`src/rtl/tick_timer_arbiter.sv`:
```
// Round-robin arbiter sharing one mod-M tick counter among NREQ requesters.
// Each grant runs the counter 0..M-1, then pulses done to the owner.
module tick_timer_arbiter #(
  parameter int NREQ = 4,
  parameter int IW   = 2,
  parameter int N    = 8
) (
  input  logic              clk,
  input  logic              reset,
  input  logic [NREQ-1:0]   req,
  input  logic [NREQ*N-1:0] mval,
  output logic [NREQ-1:0]   grant,
  output logic [NREQ-1:0]   done,
  output logic              busy,
  output logic [IW-1:0]     owner,
  output logic [N-1:0]      q
);

  typedef enum logic [1:0] {
    IDLE = 2'd0,
    RUN  = 2'd1,
    DONE = 2'd2
  } state_t;

  state_t        state, state_n;
  logic [IW-1:0] owner_n;
  logic [IW-1:0] last, last_n;
  logic [N-1:0]  lim, lim_n;
  logic [N-1:0]  q_n;
  logic [IW-1:0] win;
  logic          found;
  logic [N-1:0]  m;

  function automatic logic [IW-1:0] wrap(input int v);
    return IW'(v % NREQ);
  endfunction

  // Search last+1, last+2, ... so the previous owner ends up last.
  always_comb begin
    win   = '0;
    found = 1'b0;
    for (int k = 1; k <= NREQ; k++) begin
      if (!found && req[wrap(int'(last) + k)]) begin
        win   = wrap(int'(last) + k);
        found = 1'b1;
      end
    end
  end

  assign m = mval[win*N +: N];

  always_comb begin
    state_n = state;
    owner_n = owner;
    last_n  = last;
    lim_n   = lim;
    q_n     = q;
    unique case (state)
      IDLE: begin
        if (found) begin
          owner_n = win;
          lim_n   = (m == '0) ? '0 : m - 1'b1;
          q_n     = '0;
          state_n = RUN;
        end
      end
      RUN: begin
        if (!req[owner]) begin
          state_n = IDLE;
          q_n     = '0;
          last_n  = owner;
        end else if (q == lim) begin
          state_n = DONE;
          q_n     = '0;
        end else begin
          q_n = q + 1'b1;
        end
      end
      DONE: begin
        last_n  = owner;
        state_n = IDLE;
      end
      default: state_n = IDLE;
    endcase
  end

  always_ff @(posedge clk or posedge reset) begin
    if (reset) begin
      state <= IDLE;
      owner <= '0;
      last  <= IW'(NREQ - 1);
      lim   <= '0;
      q     <= '0;
    end else begin
      state <= state_n;
      owner <= owner_n;
      last  <= last_n;
      lim   <= lim_n;
      q     <= q_n;
    end
  end

  assign grant = (state == RUN)  ? (NREQ'(1) << owner) : '0;
  assign done  = (state == DONE) ? (NREQ'(1) << owner) : '0;
  assign busy  = (state != IDLE);

endmodule
```
`config.mk`:
```
export PLATFORM = sky130hd
export DESIGN_NAME = tick_timer_arbiter
export DESIGN_NICKNAME = d
export VERILOG_FILES = /design/src/rtl/tick_timer_arbiter.sv
export SDC_FILE = /design/constraint.sdc
export NUM_CORES = 1
export LEC_CHECK = 0
export ABC_AREA = 1
export CORE_ASPECT_RATIO = 0.7
export CORE_MARGIN = 10
export CORE_UTILIZATION = 44
export DETAILED_ROUTE_END_ITERATION = 12
export MAX_ROUTING_LAYER = met4
export PLACE_DENSITY = 0.78
export SYNTH_ARGS = -nofsm -noshare
export SYNTH_HDL_FRONTEND = slang
export SYNTH_SLANG_ARGS = --single-unit
```
`constraint.sdc`:
```
create_clock -name clk -period 2.4 [get_ports clk]
set_input_delay 0.36 -clock clk [delete_from_list [all_inputs] [get_ports clk]]
set_output_delay 0.36 -clock clk [all_outputs]
set_load 0.02 [all_outputs]
```
# --- Word-level counts from Yosys, hierarchy flattened ---
# Cells that the tools add are included.
# Widths: inputs -> output; s select.
word_totals:
  latch_bits: 0
  ramBits: 0
  word_cells: 70
  reg_bits: 22
  romBits: 0
  inputBits: 38
  n_memories: 0
  output_inout_bits: 19
classes:
  shift: 2
  n_reduce_logical: 15
  mul: 0
  n_eq_ne: 6
  bitwise: 0
  n_addsub: 6
  mux: 31
  order_cmp: 5
  n_div: 0
op_table:
  columns: ["cell", "count"]
  rows:
  - ["$mux 8", 4]
  - ["$shiftx 32x6->8", 1]
  - ["$mux 2", 8]
  - ["$pmux 8 s2", 1]
  - ["$lt 2x3->1 const B", 5]
  - ["$bmux 1 s2", 5]
  - ["$mux 1", 9]
  - ["$add 8x1->8 const B", 1]
  - ["$eq 8x8->1", 1]
  - ["$logic_not 8->1", 1]
  - ["$mux 4", 2]
  - ["$pmux 2 s2", 2]
  - ["$reduce_and 2->1", 4]
  - ["$sub 8x1->8 const B", 1]
  - ["$reduce_bool 2->1", 3]
  - ["$add 2x1->2 const B", 2]
  - ["$add 2x2->2 const B", 2]
  - ["$ne 2x2->1 const B", 2]
  - ["$shl 1x2->4 const A", 1]
  - ["$logic_and 1x1->1", 3]
  - ["$logic_not 1->1", 3]
  - ["$ne 3x3->1 const B", 1]
  - ["$eq 2x1->1 const B", 1]
  - ["$eq 2x2->1 const B", 1]
  - ["$logic_not 2->1", 1]

# --- Logic depth before layout (Yosys ltp) ---
# Gate-level depths: netlist of the first run.
depth:
  ltp_word: 16
  mapped_depth: 21
  mapped_depth_nobuf: 19

# --- Worst setup path after synthesis of the first run ---
# Ideal clock, no wire load.
synth_path:
  path_type: "flip-flop to flip-flop"
  from: "register last[1]"
  to: "register lim[4]"
  synth_period_minus_slack_ns: 2.363
  path_slack_ns: 0.037
  required_time_ns: 2.334
  arrival_time_ns: 2.298
  stages_incl_launch_ff: 20
  setup_time_ns: 0.066
  path_cell_list: "dfstp_2 buf_4 inv_4 nand2_1 nand2_2 nand2_2 nand2_4 nor2_8 nand3_4 nand3_4 buf_6 nand2_1 nand3_1 nand2_2 ha_1 nand2_1 nor2_2 a21oi_4 nand2_1 nand2_1"
synth_between:
  elab_chain_len: 16
synth_rtl:
  columns: ["element", "line", "rtl"]
  rows:
  - ["from (decl)", "27", "logic [IW-1:0] last, last_n;"]
  - ["from (signal assigned)", "91", "last <= IW'(NREQ - 1);"]
  - ["from (signal assigned)", "97", "last <= last_n;"]
  - ["$add 2x1->2", "43, 44", null]
  - ["$bmux 1 s2", "43", "if (!found && req[wrap(int'(last) + k)]) begin"]
  - ["$mux 1 (not written as such)", "43", null]
  - ["$mux 1", "43", null]
  - ["$logic_not 1->1", "43", null]
  - ["$logic_and 1x1->1", "43", null]
  - ["$mux 1", "43", null]
  - ["$logic_not 1->1", "43", null]
  - ["$logic_and 1x1->1", "43", null]
  - ["$mux 1", "43", null]
  - ["$logic_not 1->1", "43", null]
  - ["$logic_and 1x1->1", "43", null]
  - ["$mux 2", "43", null]
  - ["$shiftx 32x6->8", "50", "assign m = mval[win*N +: N];"]
  - ["$sub 8x1->8 or $logic_not 8->1 (tied branches)", "62", "lim_n = (m == '0) ? '0 : m - 1'b1;"]
  - ["$mux 8", "62", null]
  - ["to (signal assigned)", "98", "lim <= lim_n;"]
  - ["to (decl)", "28", "logic [N-1:0] lim, lim_n;"]
# Parallel ways exist; a longest one is shown, timed or not. The select of a mux whose other input is x is not followed.
# A chain may end at the register's enable or synchronous reset.

# --- Final worst setup path of the first run ---
layout_path:
  from: "register last[0]"
  to: "register lim[4]"
# The elaborated chain is that of the path after synthesis.

==> results.toml, run 1 <==
[logic_synthesis]
synth_warnings = 0
yosysMostFrequentCell = "nand2_1"
synthCells = 303
synth-edff-count = 0
syn_area_um2 = 2010
synth_top_family_by_area = "simple AND/OR/NAND/NOR gates"
synth_fp_nets = 344
synthXorXnorAreaFrac_pct = 4.79
synth_fa_ha_area_share_pct = 1.87
synth_area_leaders = "dfrtp_1 (25%), nand2_1 (19%), nand3_1 (9.0%)"
synth.distinct_cells = 33
yosysTopAreaCell = "dfrtp_1"
ys.flop_type = "dfrtp_1"
synthArstFlopShare_pct = 100
synth-seq-area-share_pct = 27.5
synth_compound_area_share_pct = 7.53
synthMuxAreaShare_pct = 0
synth_seq_cells = 22
netlist.area_leader.share_pct = 24.9
syn_avg_cell_area_um2 = 6.63
synth_common_cells = "nand2_1 (102), nand3_1 (36), inv_1 (25)"
synth_simple_gate_area_share_pct = 49.2

[floorplanning]
start_util_pct = 45.9
die_y_um = 76.5
fp.dieArea_um2 = 7710
io_pins = 57
rows = 20
design.core.area_um2 = 4380
die_w_um = 101

[sta]
finalCritPeriodShare_pct = 108
maxSlewHeadroom_pct = 70.6
rsz0062_at_grt = "true"
hold_violations = 0
layout_min_cycle_time_ps = 2590
finalMaxSlewViolations = 0
tightestPinTransition_ps = 436
fin_ws_ps = -187
setup_viol = 8
fin_worst_skew_ps = 1.59
clock.fmax_mhz = 386

[setup_path]
crit_path_max_fanout = 9
cp-end-kind = "flop"
cp.required_ps = 2600
critPathLaunchType = "flop"
path_class = "reg2reg"
worstPathArrival_ps = 2790

[detailed_routing]
wl_um = 6560
drtIter0Drc = 115
drt-vias-per-instance = 5.18
drtPass1Iterations = 4
ant_nets = 0
drc = 0
drt-wirelength-per-cell_um = 14.6
vias = 2320

[clock_network]
clk_path_buf_depth = 2
htreeDepth = 1
clkSlewWorstSetupHoldPaths_ps = 70
cts_root_buffer = "clkbuf_8"
cts_tree = "yes"
cts_buffers = 3
cts.sink_count = 22
cts_hold_buf = 0
clk_latency_ps = 260

[global_route]
globalRouteOverflowTotal = 0
antenna_found_initial = 0
grt_pass1_wl_um = 10400
track_usage_pct = 15.9
grt_max_degree = 23
grt_pass1_vias = 2356

[final_layout]
synthToLayoutAreaGrowth_pct = 56.7
final_nets = 435
fillers = 340
utilization_pct = 71.9
diodes = 0
final_area_um2 = 3150
drive_gt1_share_pct = 30.8

[place]
place_congestion = 0.902
place_area_um2 = 2790
place_ws_ps = -324
dp_hpwl_um = 4410
port_buffers = 56

[flow_run]
cap_violations = 0

[min_path]
hold_class = "in2async"

[outcome]
violations = "setup timing"
outcome = "complete, but fails checks"
-- critical path: stages (launching register included) --
cell     delay (ps)
dfstp_2         600
inv_4            80
nand2_1          70
nand2_2          80
nand2_2         100
inv_1            60
a31oi_2         220
nand2_4         110
a21oi_4         260
nand3_2         100
nand2_2         110
ha_2            190
inv_1            80
nor2_1          170
xnor2_1         150
nand2_1          90
nand2_1          70
-- cells by family after synthesis --
logic type,count (synthesis)
simple gates,204
buf+inv,40
compound gates,23
flops,22
xor+xnor,11
fa+ha+maj,3
-- final timing paths --
| kind | slack, ps | cells past startpoint | end | from |
|---|---|---|---|---|
| max in group asynchronous | 1690 | 3 | last[1]$_DFFE_PP1P_ | reset |
| min in group clk | 500 | 2 | lim[6]$_DFFE_PP0P_ | lim[6]$_DFFE_PP0P_ |
| setup reg to reg | -190 | 16 | lim[4]$_DFFE_PP0P_ | last[0]$_DFFE_PP1P_ |
| setup / recovery | -190 | 16 | lim[4]$_DFFE_PP0P_ | last[0]$_DFFE_PP1P_ |
| hold reg to reg | 500 | 2 | lim[6]$_DFFE_PP0P_ | lim[6]$_DFFE_PP0P_ |
| hold / removal | 430 | 3 | state[0]$_DFFE_PP0P_ | reset |
-- routing by layer --
metal	GRT usage (%)	vias to the layer above	wire length, µm	share of wire (%)
li1	-	1151	-	-
met1	19.6	1093	2900	44
met2	25.2	66	3170	48
met3	4.44	10	383	5.8
met4	3.38	0	103	1.6
met5	-	-	0	0
-- layout by cell type (no fill, tap or decap), types with 2 or more instances in the layout --
cell	count
nor3_1	3
o211ai_1	2
clkdlybuf4s50_1	56
inv_1	24
o21ai_0	6
nand2_1	90
dfrtp_1	20
nand2_4	12
inv_2	6
a21oi_4	3
buf_4	31
nand3_1	27
buf_12	2
nor2_4	4
nand3_4	5
a21oi_1	5
dfstp_2	2
nor2_2	6
xnor2_1	9
nor2_1	19
clkbuf_8	4
ha_1	2
inv_4	3
nand2_2	25
o21ai_1	2
nand3_2	11
-- flip-flops by register name, indices dropped and copies added (netlist names) --
signal  flops
last        2
lim         8
owner       2
q           8
state       2
-- stage by stage --
step,setup TNS (ps),std cells,hold WS (ps)
2_1_floorplan,0,303,348
3_3_place_gp,-2320,433,487
3_5_place_dp,-2800,433,490
4_1_cts,-187,448,446
5_1_grt,-2490,448,467
6_report,-960,448,432
-- timing repair --
item,4_1_cts,5_1_grt
endpoints found under the hold margin,0,0
setup endpoints to repair,8,14
buffers inserted,8,0
pin swaps,17,12
gates resized for setup,25,26
cloned,3,0
-- area by class of cell --
cell class	instances	area (µm²)	share of cell area [%]
repair buffers	90	845	26.8
inverters	33	131	4.17
flip-flops and latches	22	553	17.6
multi-input cells	244	1500	47.5
clock buffers	4	55.1	1.75
well taps	55	68.8	2.19
Power of run 1 is left out: the tool's default activity adds up to more than one toggle a clock period on the data nets, which glitch-free logic cannot reach.
==> inputs of run 2 (changes only) <==
--- a/config.mk
+++ b/config.mk
@@ -12,6 +12,7 @@
 export DETAILED_ROUTE_END_ITERATION = 12
 export MAX_ROUTING_LAYER = met4
 export PLACE_DENSITY = 0.78
+export SKIP_LAST_GASP = 1
 export SYNTH_ARGS = -nofsm -noshare
 export SYNTH_HDL_FRONTEND = slang
 export SYNTH_SLANG_ARGS = --single-unit
==> run 2 against run 1 <==
The flow still finishes with violations (setup timing). Largest cell class unchanged. Global-route usage barely moved. Clock skew is essentially flat. Sequential cell count is the same. Critical endpoint unchanged. Cell area is 0.79% lower. First-iteration DRC count fell by 4.3%. Fmax about the same.
==> results.toml, run 2 (synthesized netlist as in run 1, its figures left out) <==
[clock_network]
cts_hold_buf = 0
clk_path_buf_depth = 2
clkSlewWorstSetupHoldPaths_ps = 80
htreeDepth = 1
clk_latency_ps = 260
cts.sink_count = 22
cts_root_buffer = "clkbuf_8"
cts_tree = "yes"
cts_buffers = 3

[sta]
fin_worst_skew_ps = 1.31
layout_min_cycle_time_ps = 2590
finalCritPeriodShare_pct = 108
setup_viol = 9
hold_slack_ps = 430
finalMaxSlewViolations = 0
tightestPinTransition_ps = 431
fin_ws_ps = -185
rsz0062_at_grt = "true"
clock.fmax_mhz = 387
maxSlewHeadroom_pct = 71.0
hold_violations = 0

[setup_path]
crit_path_max_fanout = 9
worstPathArrival_ps = 2790
r2r_slack_ps = -190
cp-end-kind = "flop"
critPathLaunchType = "flop"
path_class = "reg2reg"
cp.required_ps = 2600

[final_layout]
diodes = 0
fillers = 342
layout_common_cells = "nand2_1 (91), clkdlybuf4s50_1 (56), buf_4 (31)"
reg.largest.list = "lim x8, q x8"
mostFrequentLayoutCell = "nand2_1"
drive_gt1_share_pct = 30.0
final_nets = 435
synthToLayoutAreaGrowth_pct = 55.5

[global_route]
grt_pass1_wl_um = 10400
grt_max_degree = 23
grt_pass1_vias = 2355
globalRouteOverflowTotal = 0
antenna_found_initial = 0
track_usage_pct = 15.9

[detailed_routing]
vias = 2305
drt-vias-per-instance = 5.15
drtPass1Iterations = 4
wl_um = 6490
drtIter0Drc = 110
drt-wirelength-per-cell_um = 14.5
ant_nets = 0
drc = 0

[place]
port_buffers = 56
place_congestion = 0.902
dp_hpwl_um = 4410

[outcome]
violations = "setup timing"
outcome = "complete, but fails checks"

[floorplanning]
fp.dieArea_um2 = 7710
rows = 20
design.core.area_um2 = 4380
start_util_pct = 45.9
die_y_um = 76.5
die_w_um = 101
io_pins = 57

[min_path]
hold_class = "in2async"

[flow_run]
cap_violations = 0
==> run 2: changes by cell type in the layout (fill, tap and decap cells not counted) <==
cell / change
and3_1: +1
nand3_1: +1
and3_4: -1
nand3_4: -1
nand2_4: -1
nand2_1: +1
==> run 2: stage by stage <==
stage               cell area, µm²  util, %  std cells  setup slack [ps]  setup TNS [ps]
global placement              2790     63.7        433              -276           -2320
finish                        3120     71.3        448              -185           -1090
detailed placement            2790     63.7        433              -324           -2800
global route                  3120     71.3        448              -355           -2770
floorplan                     2010        -        303              36.7               0
CTS                           3050     69.6        448             -39.3            -199
==> run 2: timing repair <==
action                     in CTS  in global routing
resized for setup              24                 22
setup endpoints to repair       8                 14
pin swaps                      17                 12
setup buffers                   8                  0
cloned                          3                  0
==> run 2: layout make-up <==
| type | count | area (µm²) | area share, % |
|---|---|---|---|
| Multi-Input combinational cell | 244 | 1470 | 47.1 |
| Timing Repair Buffer | 90 | 845 | 27.0 |
| Sequential cell | 22 | 553 | 17.7 |
| Inverter | 33 | 131 | 4.21 |
| Tap cell | 55 | 68.8 | 2.20 |
| Clock buffer | 4 | 55.1 | 1.76 |
==> run 2: final timing paths <==
check / from / end / cells past startpoint
min in group clk: lim[6]$_DFFE_PP0P_ / lim[6]$_DFFE_PP0P_ / 2
max in group asynchronous: reset / last[1]$_DFFE_PP1P_ / 3
setup reg to reg: last[0]$_DFFE_PP1P_ / lim[4]$_DFFE_PP0P_ / 16
hold reg to reg: lim[6]$_DFFE_PP0P_ / lim[6]$_DFFE_PP0P_ / 2
setup / recovery: last[0]$_DFFE_PP1P_ / lim[4]$_DFFE_PP0P_ / 16
hold / removal: reset / state[0]$_DFFE_PP0P_ / 3
==> run 2: per-layer routing <==
metal	GRT usage (%)	share of wire, %	up-vias
met5	-	0	-
met4	3.38	1.5	0
met3	4.44	6.2	12
met2	25.2	49	67
met1	19.5	44	1081
li1	-	-	1145
==> run 2: worst max-delay path: stages (launching register included) <==
cell	delay, ps
dfstp_2	600
inv_4	70
nand2_1	70
nand2_2	80
nand2_2	100
inv_1	60
a31oi_2	220
nand2_4	110
a21oi_4	260
nand3_2	100
nand2_2	110
ha_2	190
inv_1	80
nor2_1	160
xnor2_1	150
nand2_1	90
nand2_1	70
Power of run 2 is left out for the same reason.
